$ cat config.mk
export PLATFORM = sky130hd
export DESIGN_NAME = load_store_unit_flat
export DESIGN_NICKNAME = d
export VERILOG_FILES = /design/src/rtl/load_store_unit_if.sv /design/src/rtl/load_store_unit.sv /design/src/flat_wrapper.sv
export SDC_FILE = /design/constraint.sdc
export NUM_CORES = 1
export LEC_CHECK = 0
export BUFFER_PORTS_ARGS = -buffer_cell sky130_fd_sc_hd__buf_2
export CORE_ASPECT_RATIO = 1.5
export CORE_MARGIN = 2
export CORE_UTILIZATION = 49
export DETAILED_ROUTE_END_ITERATION = 12
export MAX_ROUTING_LAYER = met4
export PLACE_DENSITY = 0.68
export SLEW_MARGIN = 20
export SYNTH_ARGS = -nofsm -noshare
export SYNTH_HDL_FRONTEND = slang
export SYNTH_SLANG_ARGS = --single-unit
$ cat constraint.sdc
create_clock -name clk -period 10.4 [get_ports clk]
set_input_delay 1.56 -clock clk [delete_from_list [all_inputs] [get_ports clk]]
set_output_delay 1.56 -clock clk [all_outputs]
set_load 0.01 [all_outputs]
$ cat src/rtl/load_store_unit_if.sv
// Bundles the core-side request/response handshake and the byte-lane data memory bus
// of the load/store unit. slave is the unit's view; master is the core-plus-memory view.
interface load_store_unit_if;
  logic             req_valid;
  logic             req_ready;
  logic             req_store;
  logic [2:0]       req_funct3;
  logic [31:0]      req_addr;
  logic [31:0]      req_wdata;
  logic             resp_valid;
  logic             resp_err;
  logic [31:0]      resp_rdata;
  logic [31:0]      mem_addr;
  logic [3:0][7:0]  mem_data_out;
  logic [3:0][7:0]  mem_data_in;
  logic             mem_write_en;

  modport slave (
    input  req_valid, req_store, req_funct3, req_addr, req_wdata, mem_data_out,
    output req_ready, resp_valid, resp_err, resp_rdata, mem_addr, mem_data_in, mem_write_en
  );

  modport master (
    output req_valid, req_store, req_funct3, req_addr, req_wdata, mem_data_out,
    input  req_ready, resp_valid, resp_err, resp_rdata, mem_addr, mem_data_in, mem_write_en
  );
endinterface

$ cat src/rtl/load_store_unit.sv
// RV32I load/store unit: byte/half/word accesses on a word-organised byte-lane memory,
// with read-modify-write for partial stores and two-word splitting of spanning accesses.
module load_store_unit #(
  parameter bit ALLOW_MISALIGNED = 1'b1
) (
  input logic              clk,
  input logic              rst_b,
  load_store_unit_if.slave bus
);

  typedef enum logic [2:0] {IDLE, RD0, RD1, WR0, WR1, RESP} state_t;

  state_t          state;
  state_t          state_next;

  logic            store;
  logic [2:0]      funct3;
  logic [31:0]     addr;
  logic [3:0][7:0] wdata;
  logic [3:0][7:0] buf0;
  logic [3:0][7:0] buf1;
  logic            resp_err_q;
  logic [31:0]     resp_rdata_q;

  logic            dec_store;
  logic [2:0]      dec_funct3;
  logic [31:0]     dec_addr;
  logic [1:0]      dec_off;
  logic [2:0]      dec_size;
  logic [3:0]      dec_end;
  logic            dec_span;
  logic            dec_illegal;
  logic            dec_err;
  logic            dec_full_word;
  logic [31:0]     base0;
  logic [31:0]     base1;

  logic [3:0][7:0] buf0_next;
  logic [3:0][7:0] buf1_next;
  logic [7:0][7:0] window;
  logic [2:0]      win_idx;
  logic [3:0][7:0] ld_bytes;
  logic            ld_ext;
  logic [31:0]     load_result;

  logic            wr_hi;
  logic [3:0][7:0] merged;
  logic [3:0]      lane_pos;
  logic [1:0]      lane_rel;

  // In IDLE the decode looks at the live request so the accept edge can already branch
  always_comb begin
    dec_store  = store;
    dec_funct3 = funct3;
    dec_addr   = addr;
    if (state == IDLE) begin
      dec_store  = bus.req_store;
      dec_funct3 = bus.req_funct3;
      dec_addr   = bus.req_addr;
    end
    dec_off = dec_addr[1:0];
    case (dec_funct3[1:0])
      2'b00:   dec_size = 3'd1;
      2'b01:   dec_size = 3'd2;
      default: dec_size = 3'd4;
    endcase
    dec_end  = {2'b00, dec_off} + {1'b0, dec_size};
    dec_span = dec_end > 4'd4;
    if (dec_store) begin
      dec_illegal = dec_funct3[2] || (dec_funct3[1:0] == 2'b11);
    end else begin
      dec_illegal = (dec_funct3[1:0] == 2'b11) || (dec_funct3 == 3'b110);
    end
    dec_err       = dec_illegal || (dec_span && !ALLOW_MISALIGNED);
    dec_full_word = (dec_size == 3'd4) && (dec_off == 2'b00);
    base0         = {dec_addr[31:2], 2'b00};
    base1         = base0 + 32'd4;
  end

  always_comb begin
    state_next = state;
    case (state)
      IDLE: begin
        if (bus.req_valid) begin
          if (dec_err)                       state_next = RESP;
          else if (dec_store && dec_full_word) state_next = WR0;
          else                               state_next = RD0;
        end
      end
      RD0:     state_next = dec_store ? WR0 : (dec_span ? RD1 : RESP);
      WR0:     state_next = dec_span ? RD1 : RESP;
      RD1:     state_next = dec_store ? WR1 : RESP;
      WR1:     state_next = RESP;
      RESP:    state_next = IDLE;
      default: state_next = IDLE;
    endcase
  end

  // The load result is formed at the edge that enters RESP, so the word being read
  // in that same cycle is taken straight from the memory bus.
  always_comb begin
    buf0_next = (state == RD0) ? bus.mem_data_out : buf0;
    buf1_next = (state == RD1) ? bus.mem_data_out : buf1;
    window    = {buf1_next, buf0_next};
    win_idx   = '0;
    ld_bytes  = '0;
    for (int k = 0; k < 4; k++) begin
      win_idx     = {1'b0, dec_off} + 3'(k);
      ld_bytes[k] = window[win_idx];
    end
    case (dec_funct3[1:0])
      2'b00: begin
        ld_ext      = ~dec_funct3[2] & ld_bytes[0][7];
        load_result = {{24{ld_ext}}, ld_bytes[0]};
      end
      2'b01: begin
        ld_ext      = ~dec_funct3[2] & ld_bytes[1][7];
        load_result = {{16{ld_ext}}, ld_bytes[1], ld_bytes[0]};
      end
      default: begin
        ld_ext      = 1'b0;
        load_result = ld_bytes;
      end
    endcase
  end

  // Lane positions count across both words (0..7) so one comparison against the
  // access window covers the first and second write alike.
  always_comb begin
    wr_hi    = (state == WR1);
    merged   = wr_hi ? buf1 : buf0;
    lane_pos = '0;
    lane_rel = '0;
    for (int i = 0; i < 4; i++) begin
      lane_pos = 4'(i) + (wr_hi ? 4'd4 : 4'd0);
      lane_rel = 2'(i) - dec_off;
      if ((lane_pos >= {2'b00, dec_off}) && (lane_pos < dec_end)) begin
        merged[i] = wdata[lane_rel];
      end
    end
  end

  always_comb begin
    bus.req_ready    = rst_b && (state == IDLE);
    bus.resp_valid   = (state == RESP);
    bus.resp_err     = resp_err_q;
    bus.resp_rdata   = resp_rdata_q;
    bus.mem_addr     = '0;
    bus.mem_data_in  = '0;
    bus.mem_write_en = 1'b0;
    case (state)
      RD0: bus.mem_addr = base0;
      RD1: bus.mem_addr = base1;
      WR0: begin
        bus.mem_addr     = base0;
        bus.mem_data_in  = merged;
        bus.mem_write_en = rst_b;
      end
      WR1: begin
        bus.mem_addr     = base1;
        bus.mem_data_in  = merged;
        bus.mem_write_en = rst_b;
      end
      default: ;
    endcase
  end

  always_ff @(posedge clk) begin
    if (!rst_b) begin
      state        <= IDLE;
      store        <= 1'b0;
      funct3       <= '0;
      addr         <= '0;
      wdata        <= '0;
      buf0         <= '0;
      buf1         <= '0;
      resp_err_q   <= 1'b0;
      resp_rdata_q <= '0;
    end else begin
      state <= state_next;
      buf0  <= buf0_next;
      buf1  <= buf1_next;
      if ((state == IDLE) && bus.req_valid) begin
        store  <= bus.req_store;
        funct3 <= bus.req_funct3;
        addr   <= bus.req_addr;
        wdata  <= bus.req_wdata;
      end
      // Only errors go straight from IDLE to RESP
      if ((state_next == RESP) && (state != RESP)) begin
        resp_err_q   <= (state == IDLE);
        resp_rdata_q <= ((state == IDLE) || dec_store) ? 32'd0 : load_result;
      end
    end
  end

endmodule
$ cat src/flat_wrapper.sv
// flat-port wrapper written by rule: the top's interface ports become plain ports
module load_store_unit_flat 
#(
  parameter bit ALLOW_MISALIGNED = 1'b1
)
  (clk, rst_b, bus_req_valid, bus_req_store, bus_req_funct3, bus_req_addr, bus_req_wdata, bus_mem_data_out, bus_req_ready, bus_resp_valid, bus_resp_err, bus_resp_rdata, bus_mem_addr, bus_mem_data_in, bus_mem_write_en);
  load_store_unit_if bus_i ();
  input logic clk;
  input logic rst_b;
  input wire logic [$bits(bus_i.req_valid)-1:0] bus_req_valid;
  input wire logic [$bits(bus_i.req_store)-1:0] bus_req_store;
  input wire logic [$bits(bus_i.req_funct3)-1:0] bus_req_funct3;
  input wire logic [$bits(bus_i.req_addr)-1:0] bus_req_addr;
  input wire logic [$bits(bus_i.req_wdata)-1:0] bus_req_wdata;
  input wire logic [$bits(bus_i.mem_data_out)-1:0] bus_mem_data_out;
  output wire logic [$bits(bus_i.req_ready)-1:0] bus_req_ready;
  output wire logic [$bits(bus_i.resp_valid)-1:0] bus_resp_valid;
  output wire logic [$bits(bus_i.resp_err)-1:0] bus_resp_err;
  output wire logic [$bits(bus_i.resp_rdata)-1:0] bus_resp_rdata;
  output wire logic [$bits(bus_i.mem_addr)-1:0] bus_mem_addr;
  output wire logic [$bits(bus_i.mem_data_in)-1:0] bus_mem_data_in;
  output wire logic [$bits(bus_i.mem_write_en)-1:0] bus_mem_write_en;
  assign bus_i.req_valid = bus_req_valid;
  assign bus_i.req_store = bus_req_store;
  assign bus_i.req_funct3 = bus_req_funct3;
  assign bus_i.req_addr = bus_req_addr;
  assign bus_i.req_wdata = bus_req_wdata;
  assign bus_i.mem_data_out = bus_mem_data_out;
  assign bus_req_ready = bus_i.req_ready;
  assign bus_resp_valid = bus_i.resp_valid;
  assign bus_resp_err = bus_i.resp_err;
  assign bus_resp_rdata = bus_i.resp_rdata;
  assign bus_mem_addr = bus_i.mem_addr;
  assign bus_mem_data_in = bus_i.mem_data_in;
  assign bus_mem_write_en = bus_i.mem_write_en;
  load_store_unit #(.ALLOW_MISALIGNED(ALLOW_MISALIGNED)) u_core (.clk(clk), .rst_b(rst_b), .bus(bus_i));
endmodule
==> results of run 1 <==
layer usage:
layer | wire (um) | part of all wire [%] | up-vias | track usage [%]
met5 | 0 | 0 | - | -
met4 | 2370 | 6.1 | 0 | 18.6
met3 | 2490 | 6.4 | 126 | 4.66
met2 | 19500 | 50 | 536 | 54.7
met1 | 14800 | 38 | 5504 | 37.9
li1 | - | - | 5323 | -
report_power, final:
part           internal [mW]  total [mW]  leakage (nW)  switching (mW)
sequential             0.772       0.901          1.37           0.129
clock                  0.380       0.665         0.288           0.286
combinational          0.907        2.65          3.74            1.74
total                   2.06        4.22          5.40            2.16
final cells by class:
type | instances | area [um^2]
clock inverter | 14 | 171
tap | 276 | 345
antenna | 2 | 5.00
timing repair buffer | 221 | 1160
multi-input combinational | 1076 | 7110
inverter | 45 | 171
fill | 2145 | 9540
sequential | 168 | 3370
clock buffer | 18 | 429
synth_stat cells, types with 6 or more instances:
cell type	count
nand2_1	248
dfxtp_1	168
mux2i_1	164
a21oi_1	128
nor2_1	111
clkbuf_1	84
nand3_1	53
inv_1	41
a211oi_1	36
o31ai_1	28
o21ai_0	27
nor3_1	22
buf_1	19
mux2_2	18
o32ai_1	18
mux4_2	16
o22ai_1	16
and3_1	14
buf_2	13
a211o_1	12
and2_1	11
nand2b_1	9
a31oi_1	8
ha_1	7
or3_1	7
or4b_2	7
a221oi_1	6
buf_6	6
nand4_1	6
o21a_1	6
sequential cells by signal, summed over array words and instances, names as in the netlist:
name / flops
u_core.addr: 32
u_core.buf0: 32
u_core.buf1: 32
u_core.bus.resp_rdata: 32
u_core.wdata: 32
u_core.funct3: 3
u_core.state: 3
u_core.bus.resp_err: 1
u_core.store: 1
kinds of logic (layout without fill, tap and decap cells):
group / after synthesis / count (layout) / synth area share, %
adder cells (fa/ha/maj): 8 / 8 / 0.970
XOR/XNOR: 7 / 7 / 0.553
other: 1 / 4 / 0.0338
AO/OA/AOI/OAI: 329 / 329 / 19.6
AND/OR/NAND/NOR: 532 / 532 / 22.2
multiplexers: 198 / 198 / 19.9
buffers and inverters: 170 / 298 / 6.41
flip-flops: 168 / 168 / 30.3
per-stage QoR:
step	power, mW	cells	utilization [%]
floorplan	2.71	1414	-
global placement	3.45	1786	54.3
detailed placement	3.49	1786	54.4
CTS	4.16	1818	57.1
global route	4.45	1820	57.2
finish	4.22	1820	57.2
final timing paths:
kind	slack, ns	end	startpoint	cells after the start
min	0.46	u_core.bus.resp_rdata[2]	u_core.bus.resp_rdata[2]	2
min reg2reg	0.46	u_core.bus.resp_rdata[2]	u_core.bus.resp_rdata[2]	2
max	2.90	bus_mem_data_in[16]	bus_req_addr[0]	16
max reg2reg	4.90	u_core.bus.resp_rdata[26]	u_core.state[0]	14
worst min-delay path, delay by kind of cell, from the launching register on:
kind / cells / cell delay [ns]
AO/OA/AOI/OAI: 1 / 0.05
flip-flops: 1 / 0.31
AND/OR/NAND/NOR: 1 / 0.05
==> impl_metrics.py, run 1 <==
metrics = {
    "outcome": {
        "status": "completed",
    },
    "power": {
        "power.leakage_nw": 5.40,
        "peakVddDrop_mv": 0.169,
        "power_density_mw_per_mm2": 331,
    },
    "final_layout": {
        "final_nets": 1640,
        "layout-drive-gt1-share_pct": 20.9,
        "final_common_cell": "nand2_1",
        "mostFrequentLayoutCells": "nand2_1 (247), buf_2 (200), dfxtp_1 (165), mux2i_1 (163), a21oi_1 (127)",
        "finalInstanceArea_mm2": 0.0128,
        "area_growth_pct": 15.0,
    },
    "clocking": {
        "clock-root-buffer": "clkbuf_16",
        "htree_levels": 4,
        "cts.sinks": 168,
        "post_cts_resized": 0,
        "hold_buffers": 0,
        "cts_buffers": 17,
        "clockBufferDepth": 2,
        "clkLatencyLatePin_ns": 0.44,
        "cts_tree": "built",
        "clk_pin_slew_worst_paths_ns": 0.06,
        "post_cts_buffers": 0,
    },
    "critical_path": {
        "cp_slowest_cell": "or4b_2",
        "cp_slowest_stage_delay_ns": 0.68,
        "crit_required_ns": 8.84,
        "critPathKind": "input port to output port",
        "critPathBufInv": 4,
        "worst_setup_path_end_kind": "output port",
        "crit_top_cell": "a21oi_1",
        "cp-start-kind": "input port",
        "cp_cell_sequence": "buf_2 -> or4b_2 -> nand2_2 -> buf_4 -> ha_1 -> inv_1 -> fa_1 -> nand2b_1 -> a21oi_1 -> nor2_1 -> ha_1 -> a21oi_1 -> o32ai_4 -> a21oi_1 -> a211oi_1 -> buf_2",
        "cp_top_family": "compound AO/OA/AOI/OAI gates",
        "cp.arrival_ns": 5.94,
        "crit_fanout": 60,
    },
    "logic_synthesis": {
        "yosys_warnings": 0,
        "synth_edf_count": 0,
        "syn_inst": 1413,
        "yosys.area.top_type": "dfxtp_1",
        "avgSynthCellArea_um2": 7.85,
        "netlist.area_leader.share_pct": 30.3,
        "ys.flop_type": "dfxtp_1",
        "synth_area_leaders": "dfxtp_1 (30%), mux2i_1 (15%), nand2_1 (8.4%)",
        "ys_types": 76,
        "async_flop_share_pct": 0,
        "ys_seq_area_share_pct": 30.3,
        "syn_area_mm2": 0.0111,
        "ys_ff_latch": 168,
    },
    "worst_hold_path": {
        "hold_path_class": "flip-flop to flip-flop",
    },
    "flow_run": {
        "cap_violations": 0,
    },
    "timing": {
        "clock_skew_ns": 0.00442,
        "setup_viol": 0,
        "clock.fmax_mhz": 133,
        "tightest_slew_ns": 1.11,
        "fin_crit_sh_pct": 72.1,
        "tns_ns": 0,
        "worst_slack_ns": 2.90,
        "final-max-slew-violation-count": 0,
        "rsz0062_at_grt": "no",
        "report.final.hold_viol_count": 0,
        "whs_ns": 0.458,
        "relSlewSlack_pct": 26.0,
        "period_minus_slack_ns": 7.50,
    },
    "global_route": {
        "grt_max_degree": 84,
        "grt_overflow": 0,
        "globalRouteTotalUtil_pct": 32.9,
        "antenna_found_initial": 2,
        "grt_pass1_vias": 10597,
        "grt_pass1_wl_mm": 59.8,
    },
    "place": {
        "dpl_cell_area_mm2": 0.0121,
        "routabilityCongestion": 0.947,
        "dp_hpwl_mm": 28.1,
        "dp_slack_ns": 2.77,
        "port-buffer-count": 200,
    },
    "floorplan": {
        "start_util_pct": 49.8,
        "dieArea_mm2": 0.0239,
        "die_h_um": 188,
        "ios": 203,
        "coreArea_mm2": 0.0223,
        "dieWidth_um": 127,
        "rows": 67,
    },
    "detailed_routing": {
        "wl_mm": 39.1,
        "drt-initial-drc-count": 1134,
        "vias_per_cell": 6.31,
        "wl_per_cell_um": 21.5,
        "drc": 0,
        "num_vias": 11489,
        "ant_nets": 0,
        "dr.pass1.iters": 6,
    },
}
Power figures use the tool's default switching activity.
==> run 2: changes to the inputs <==
- clock period: 10.4 -> 7.6 ns (I/O delays scaled with it)
==> run 2 against run 1 <==
Clock-buffer cell count up 2. Register-to-register slack got worse by 2.2 ns. First-iteration DRC count down 30%. Clock power rose by 24%. Global-route usage rose by 0.051 points.
==> impl_metrics.py, run 2 (synthesis results as in run 1) <==
metrics = {
    "floorplan": {
        "coreArea_mm2": 0.0223,
        "rows": 67,
        "dieArea_mm2": 0.0239,
        "die_h_um": 188,
        "start_util_pct": 49.8,
        "ios": 203,
        "dieWidth_um": 127,
    },
    "clocking": {
        "hold_buffers": 0,
        "clk_pin_slew_worst_paths_ns": 0.07,
        "cts_tree": "built",
        "cts_buffers": 17,
        "htree_levels": 4,
        "clock-root-buffer": "clkbuf_16",
        "cts.sinks": 168,
        "clkLatencyLatePin_ns": 0.44,
        "post_cts_resized": 0,
        "clockBufferDepth": 2,
        "post_cts_buffers": 0,
    },
    "power": {
        "seq_power_share_pct": 21.9,
        "peakVddDrop_mv": 0.216,
        "power_density_mw_per_mm2": 445,
        "swShare_pct": 51.0,
        "power_frac_clock_pct": 14.6,
        "power.leakage_nw": 5.38,
        "p_int_mw": 2.77,
        "p_sw_mw": 2.88,
        "finalPower_mw": 5.65,
        "power_frac_comb_pct": 63.5,
    },
    "critical_path": {
        "rrSetupSlack_ns": 2.71,
        "cp_slowest_cell": "nor3_2",
        "worst_setup_path_end_kind": "output port",
        "cp.arrival_ns": 4.87,
        "critPathKind": "flip-flop to output port",
        "worstReg2RegStart": "u_core.state[2]",
        "crit_required_ns": 6.46,
        "cp_slowest_stage_delay_ns": 0.57,
        "startpoint": "u_core.state[0]",
        "cp_top_family": "simple AND/OR/NAND/NOR gates",
        "crit_fanout": 35,
        "critPathBufInv": 4,
        "cp-start-kind": "flip-flop",
        "cp_cell_sequence": "nor3_2 -> mux2i_1 -> nand2_1 -> inv_1 -> ha_1 -> inv_1 -> fa_1 -> nand2b_1 -> a21oi_1 -> nor2_1 -> ha_1 -> a31oi_1 -> o22ai_1 -> buf_4 -> nor2_1 -> a211oi_1 -> buf_2",
    },
    "final_layout": {
        "utilization_pct": 56.9,
        "fillCellCount": 2159,
        "final_common_cell": "nand2_1",
        "diodes": 0,
        "seq_area_mm2": 0.00337,
        "multiInputGateArea_mm2": 0.00708,
        "area_growth_pct": 14.4,
        "finalInstanceArea_mm2": 0.0127,
        "final_nets": 1644,
        "fin_cells": 1821,
        "layout-drive-gt1-share_pct": 21.0,
        "mostFrequentLayoutCells": "nand2_1 (247), buf_2 (200), dfxtp_1 (165), mux2i_1 (163), a21oi_1 (127)",
    },
    "global_route": {
        "grt_overflow": 0,
        "grt_max_degree": 93,
        "grt_pass1_vias": 10771,
        "globalRouteTotalUtil_pct": 33.0,
        "antenna_found_initial": 0,
        "grt_pass1_wl_mm": 59.7,
    },
    "place": {
        "dpl_cell_area_mm2": 0.0121,
        "routabilityCongestion": 1.02,
        "dpl.cell_count": 1790,
        "dp_hpwl_mm": 28.4,
        "port-buffer-count": 200,
    },
    "detailed_routing": {
        "drc": 0,
        "drt-initial-drc-count": 795,
        "num_vias": 11257,
        "wl_per_cell_um": 21.3,
        "vias_per_cell": 6.18,
        "ant_nets": 0,
        "dr.pass1.iters": 6,
        "wl_mm": 38.7,
    },
    "timing": {
        "rsz0062_at_grt": "no",
        "setup_viol": 0,
        "tightest_slew_ns": 1.07,
        "fin_crit_sh_pct": 79.0,
        "period_minus_slack_ns": 6.01,
        "final-max-slew-violation-count": 0,
        "clock.fmax_mhz": 166,
        "relSlewSlack_pct": 29.0,
        "tns_ns": 0,
        "clock_skew_ns": 0.00535,
        "report.final.hold_viol_count": 0,
    },
    "worst_hold_path": {
        "hp-start": "u_core.addr[16]",
        "hold_path_class": "flip-flop to flip-flop",
    },
    "outcome": {
        "status": "completed",
    },
    "flow_run": {
        "cap_violations": 0,
    },
}
run 2: area by class of cell:
| type | instances | area share (%) |
|---|---|---|
| Clock buffer | 20 | 3.52 |
| Clock inverter | 11 | 0.788 |
| Inverter | 45 | 1.35 |
| Multi-Input combinational cell | 1076 | 55.7 |
| Sequential cell | 168 | 26.5 |
| Tap cell | 276 | 2.72 |
| Timing Repair Buffer | 225 | 9.36 |
run 2: per-stage QoR:
stage               hold slack (ns)  worst slack [ns]
global placement              0.441              1.79
global route                  0.473              1.25
detailed placement            0.442              1.71
finish                        0.455              1.59
CTS                           0.455              1.66
floorplan                     0.436              1.30
run 2: power by group through the flow:
stage	sequential, mW	combinational (mW)	clock, mW
floorplan	1.18	2.52	0
global placement	1.24	3.50	0
detailed placement	1.25	3.54	0
CTS	1.23	3.55	0.835
global route	1.26	3.86	0.877
finish	1.24	3.59	0.825
run 2: worst register-to-register path, delay by kind of cell, from the launching register on:
| kind | cells | cell delay (ns) |
|---|---|---|
| and+or+nand+nor | 3 | 0.95 |
| buffers and inverters | 5 | 1.99 |
| DFF | 1 | 0.56 |
| AOI/OAI and AO/OA | 3 | 0.65 |
| adders and majority gates | 1 | 0.63 |
run 2: final timing paths:
kind | end | cells past startpoint
max | bus_mem_data_in[0] | 17
min | u_core.addr[16] | 2
max reg2reg | u_core.bus.resp_rdata[19] | 12
min reg2reg | u_core.addr[16] | 2
run 2: routing by layer:
metal  vias up  share of wire [%]  track usage (%)
li1       5322                  -                -
met1      5383                 37             36.6
met2       441                 51             57.2
met3       111                5.7             4.71
met4         0                5.5             16.8
met5         -                  0                -
